### src/rtl/ws2812_frame_driver.sv
// WS2812 strip driver: fetches MAX_POS GRB colours, serialises them, then latches.
// Define WS2812_BRIGHTNESS_LIMIT_EN to capture every channel at quarter brightness.
module ws2812_frame_driver #(
   parameter int MAX_POS   = 16,
   parameter int T0H_CLK   = 20,
   parameter int T1H_CLK   = 40,
   parameter int BIT_CLK   = 63,
   parameter int LATCH_CLK = 3000
) (
   input  logic                       clk,
   input  logic                       reset,
   input  logic                       update_frame,
   input  logic [7:0]                 led_green_intensity,
   input  logic [7:0]                 led_red_intensity,
   input  logic [7:0]                 led_blue_intensity,
   output logic [$clog2(MAX_POS)-1:0] current_led,
   output logic                       leds_line,
   output logic                       busy
);

   localparam int PW = $clog2(MAX_POS);
   localparam int CW = $clog2(BIT_CLK);
   localparam int LW = $clog2(LATCH_CLK);
   localparam int BW = $clog2(24);

   localparam logic [PW-1:0] LED_END = PW'(MAX_POS - 1);
   localparam logic [CW-1:0] CYC_END = CW'(BIT_CLK - 1);
   localparam logic [LW-1:0] LAT_END = LW'(LATCH_CLK - 1);
   localparam logic [BW-1:0] BIT_TOP = BW'(23);

   typedef enum logic [2:0] {IDLE, FETCH, LOAD, SEND, LATCH} state_t;

   state_t        state_q, state_d;
   logic [PW-1:0] led_q, led_d;
   logic [CW-1:0] cyc_q, cyc_d;
   logic [BW-1:0] bit_q, bit_d;
   logic [LW-1:0] lat_q, lat_d;
   logic [23:0]   sh_q, sh_d;
   logic [23:0]   grb;
   logic [CW-1:0] thigh;

`ifdef WS2812_BRIGHTNESS_LIMIT_EN
   assign grb = {2'b00, led_green_intensity[7:2],
                 2'b00, led_red_intensity[7:2],
                 2'b00, led_blue_intensity[7:2]};
`else
   assign grb = {led_green_intensity, led_red_intensity, led_blue_intensity};
`endif

   assign thigh = sh_q[23] ? CW'(T1H_CLK) : CW'(T0H_CLK);

   always_comb begin
      state_d = state_q;
      led_d   = led_q;
      cyc_d   = cyc_q;
      bit_d   = bit_q;
      lat_d   = lat_q;
      sh_d    = sh_q;
      unique case (state_q)
         IDLE: begin
            if (update_frame) begin
               state_d = FETCH;
               led_d   = '0;
            end
         end
         FETCH: state_d = LOAD;
         LOAD: begin
            sh_d    = grb;
            cyc_d   = '0;
            bit_d   = BIT_TOP;
            state_d = SEND;
         end
         SEND: begin
            if (cyc_q == CYC_END) begin
               cyc_d = '0;
               sh_d  = {sh_q[22:0], 1'b0};
               // bit 0 done: move to the next LED or close the frame
               if (bit_q == '0) begin
                  if (led_q == LED_END) begin
                     state_d = LATCH;
                     led_d   = '0;
                     lat_d   = '0;
                  end else begin
                     state_d = FETCH;
                     led_d   = led_q + 1'b1;
                  end
               end else begin
                  bit_d = bit_q - 1'b1;
               end
            end else begin
               cyc_d = cyc_q + 1'b1;
            end
         end
         LATCH: begin
            if (lat_q == LAT_END) state_d = IDLE;
            else                  lat_d   = lat_q + 1'b1;
         end
         default: state_d = IDLE;
      endcase
   end

   always_ff @(posedge clk or negedge reset) begin
      if (!reset) begin
         state_q <= IDLE;
         led_q   <= '0;
         cyc_q   <= '0;
         bit_q   <= '0;
         lat_q   <= '0;
         sh_q    <= '0;
      end else begin
         state_q <= state_d;
         led_q   <= led_d;
         cyc_q   <= cyc_d;
         bit_q   <= bit_d;
         lat_q   <= lat_d;
         sh_q    <= sh_d;
      end
   end

   assign current_led = led_q;
   assign busy        = (state_q != IDLE);
   assign leds_line   = (state_q == SEND) && (cyc_q < thigh);

endmodule

### config.mk
export PLATFORM = sky130hd
export DESIGN_NAME = ws2812_frame_driver
export DESIGN_NICKNAME = d
export VERILOG_FILES = /design/src/rtl/ws2812_frame_driver.sv
export SDC_FILE = /design/constraint.sdc
export NUM_CORES = 1
export LEC_CHECK = 0
export CORE_MARGIN = 5
export CORE_UTILIZATION = 59
export CTS_BUF_LIST = sky130_fd_sc_hd__clkbuf_2 sky130_fd_sc_hd__clkbuf_4 sky130_fd_sc_hd__clkbuf_8
export CTS_CLUSTER_DIAMETER = 200
export CTS_CLUSTER_SIZE = 12
export DETAILED_ROUTE_END_ITERATION = 8
export GPL_TIMING_DRIVEN = 0
export PLACE_DENSITY = 0.8
export SETUP_SLACK_MARGIN = 0.2
export SLEW_MARGIN = 10
export SYNTH_ARGS = -nofsm -noshare
export SYNTH_HDL_FRONTEND = slang
export SYNTH_SLANG_ARGS = --single-unit
export TNS_END_PERCENT = 5
### constraint.sdc
create_clock -name clk -period 2 [get_ports clk]
set_clock_uncertainty 0.05 [all_clocks]
set_input_delay 0.4 -clock clk [delete_from_list [all_inputs] [get_ports clk]]
set_output_delay 0.4 -clock clk [all_outputs]
set_load 0.03 [all_outputs]
==> impl_metrics.tcl <==
set metrics [dict create \
    die_y_um 82.3 \
    max_cap_viol_count 0 \
    numCtsBuffers 5 \
    portion_of_total_power_attributed_to_sequential_cells_pct 58.1 \
    core-area_um2 5110 \
    syn-instance-count 318 \
    numPlacedInstances 421 \
    switch_share_pct 22.5 \
    timing.critical_path.slowest_cell_delay_ps 420 \
    worstSetupEndpointType "output port" \
    antenna_found_initial 0 \
    critical_path_s_top_delay_family "compound AO/OA/AOI/OAI gates" \
    postSynthRegisterBits 54 \
    peakVddDrop_mv 0.444 \
    clock_sink_count 54 \
    num_io_pins 33 \
    finalHoldViolations 0 \
    synth_cell_types 60 \
    synth_adder_area_share_pct 3.25 \
    seq_area_frac_synth_pct 43.8 \
    drtAntennaViolNets 0 \
    cts_tree "done" \
    synth_top_family_by_area "simple AND/OR/NAND/NOR gates" \
    basic_gate_share_of_the_synthesized_area_counting_and_or_nand_and_nor_cells_pct 24.4 \
    synth_area_per_cell_um2 9.69 \
    intPower_mw 1.51 \
    placementRows 26 \
    layout_setup_ws_ps -157 \
    ys_warn_count 0 \
    fmaxAchievable_ghz 0.464 \
    min-delay-path-class "in -> async" \
    maximum_number_of_pins_on_one_net_before_global_route_repair 29 \
    wire_length_of_the_first_global_routing_pass_um 11100 \
    port_buffers 32 \
    layout.filler_cells 378 \
    run_status "finished with violations" \
    synth_compound_gate_area_share_pct 11.9 \
    path_class "reg -> out" \
    first_pass_iters 4 \
    total_power_mw 1.94 \
    hold_buffer_count_at_cts 0 \
    fin_nets 401 \
    htreeDepth 2 \
    place_hpwl_um 4730 \
    critical_path.max_fanout 3 \
    power_frac_clock_pct 33.9 \
    vias_in_the_first_global_route 2362 \
    slew_viol_final 0 \
    post-route-period-util_pct 108 \
    cp.buffers_inverters 2 \
    route.vias.total 2456 \
    layout.core_utilization_pct 74.6 \
    holdWs_ps 41.5 \
    critPathRequiredTime_ps 1550 \
    start_util_pct 60.4 \
    drive_gt1_share_pct 24.0 \
    clock_tree.buffer_depth 2 \
    totalNegativeSetupSlack_ps -157 \
    clock_insertion_delay_worst_skew_ps 320 \
    failing_checks "negative setup slack" \
    max-slew-margin-rel_pct 58.4 \
    comb_pwr_share_pct 8.0 \
    synth_enable_flop_cells 0 \
    synth_nets 353 \
    placed_cell_area_um2 3520 \
    synth-async-reset-ratio_pct 100 \
    timing_worst_slew_pin_value_ps 624 \
    cellLeakagePower_nw 1.80 \
    synth_xor_area_share_pct 0.284 \
    worst_ep_arrival_time_ps 1710 \
    grt_usage_pct 21.4 \
    critical_path_cell_sequence "inv_2 > ha_4 > o21a_1 > o21ai_1 > nand2b_1 > a211oi_4 > buf_6" \
    post_synth_instance_area_um2 3080 \
    fin_cells 437 \
    floorplan.die_area_um2 6770 \
    globalRoute.totalOverflow 0 \
    clkSlewWorstSetupHoldPaths_ps 100 \
    critical_path.slowest_cell "dfrtp_1" \
    routed_wire_length_per_instance_um 15.6 \
    synth.mux.area_fraction_pct 12.2 \
    antenna_cells 0 \
    cp-start-kind "register" \
    ys.flop_type "dfrtp_1" \
    layout.cells.most_common "nand2_1" \
    postRouteWirelength_um 6840 \
    area_growth_pct 23.6 \
    finalInstanceArea_um2 3810 \
    setup_viol 1 \
    final_cell_mix "nand2_1 (78), dfrtp_1 (49), clkdlybuf4s50_1 (25), mux2_4 (18), nand3_1 (11)" \
    die_w_um 82.3 \
    globalplace.congestion 0.891 \
    power.density_cell_area_nw_per_um2 510 \
    drc_errors 0 \
    cts-root-buf "clkbuf_8" \
    shortest_period_the_worst_path_allows_ps 2160 \
    setup_repair_after_global_routing_missed_its_margin "yes" \
    detailedRoute.firstIterationViolations 156 \
    p_switching_mw 0.437 \
    post_drt_via_cell_ratio 5.62 \
    preCtsSetupSlack_ps -441 \
]
-- kinds of logic (layout without fill, tap and decap cells) --
group                    Yosys count  count (layout)
multiplexers                      28              28
AND/OR/NAND/NOR                  147             147
buffers and inverters             28              77
adder cells (fa/ha/maj)            8               8
AO/OA/AOI/OAI                     52              52
flip-flops                        54              54
XOR/XNOR                           1               1
-- what timing repair did --
item,CTS,global route
buffers inserted,5,3
pin swaps,8,10
resized for setup,34,25
setup endpoints to repair,49,45
-- area by class of cell --
type	count	area [µm²]	share of cell area, %
buffer	13	116	3.05
clock buffer	7	90.1	2.36
clock inverter	1	5.00	0.131
inverter	15	56.3	1.48
multi-input combinational	236	1710	44.7
sequential	54	1360	35.6
tap	70	87.6	2.30
timing repair buffer	41	393	10.3
-- power groups by stage --
stage	Clock, mW	Sequential [mW]	Combinational (mW)
CTS	0.666	1.13	0.156
finish	0.658	1.13	0.155
global route	0.704	1.13	0.171
detailed placement	0	1.15	0.149
global placement	0	1.15	0.141
floorplan	0	1.15	0.0607
-- registers in the layout, summed over array words and instances (netlist names) --
name / count
current_led: 4
state_q: 3
lat_q: 12
sh_q: 24
bit_q: 5
cyc_q: 6
-- synthesized netlist by cell type, drive strengths merged, types with 3 or more instances --
cell | instances | share of area (%)
a21oi | 7 | 1.1
nor3 | 4 | 0.65
a31oi | 7 | 1.4
nand2 | 80 | 9.9
nor4 | 4 | 1.0
or3 | 6 | 1.3
and3 | 5 | 1.1
mux2 | 22 | 10
dfrtp | 54 | 44
inv | 15 | 1.8
a22o | 4 | 1.1
ha | 8 | 3.2
nand2b | 4 | 0.81
o31ai | 3 | 1.2
nand4 | 8 | 1.8
nand3 | 11 | 1.8
clkbuf | 5 | 0.61
o21ai | 12 | 1.9
mux2i | 6 | 1.9
nor2 | 8 | 0.97
a21o | 4 | 0.97
buf | 8 | 1.7
-- routing by layer --
metal,track usage (%),vias up,wire [µm]
met5,0,-,0
met4,7.81,0,118
met3,3.36,9,215
met2,35.7,35,3400
met1,28.0,1196,3110
li1,-,1216,-
-- worst register-to-register path: cells and delay by family (launching register included) --
| kind | cells | cell delay (ps) |
|---|---|---|
| and+or+nand+nor | 2 | 600 |
| AOI/OAI and AO/OA | 2 | 580 |
| DFF | 1 | 400 |
| adders and majority gates | 1 | 150 |
| buffers and inverters | 1 | 100 |
-- final timing paths --
path / from / end / slack, ps / depth (start not counted)
hold / removal: reset / lat_q[5]$_DFFE_PN0P_ / 40 / 1
setup / recovery: sh_q[23]$_DFFE_PN0P_ / leds_line / -160 / 7
setup reg to reg: bit_q[0]$_DFFE_PN0P_ / lat_q[9]$_DFFE_PN0P_ / 20 / 6
hold reg to reg: sh_q[1]$_DFFE_PN0P_ / sh_q[1]$_DFFE_PN0P_ / 460 / 1
max in group asynchronous: reset / state_q[0]$_DFFE_PN0P_ / 1290 / 2
min in group clk: sh_q[1]$_DFFE_PN0P_ / sh_q[1]$_DFFE_PN0P_ / 460 / 1
No activity file was read; power rests on OpenSTA's default activity.
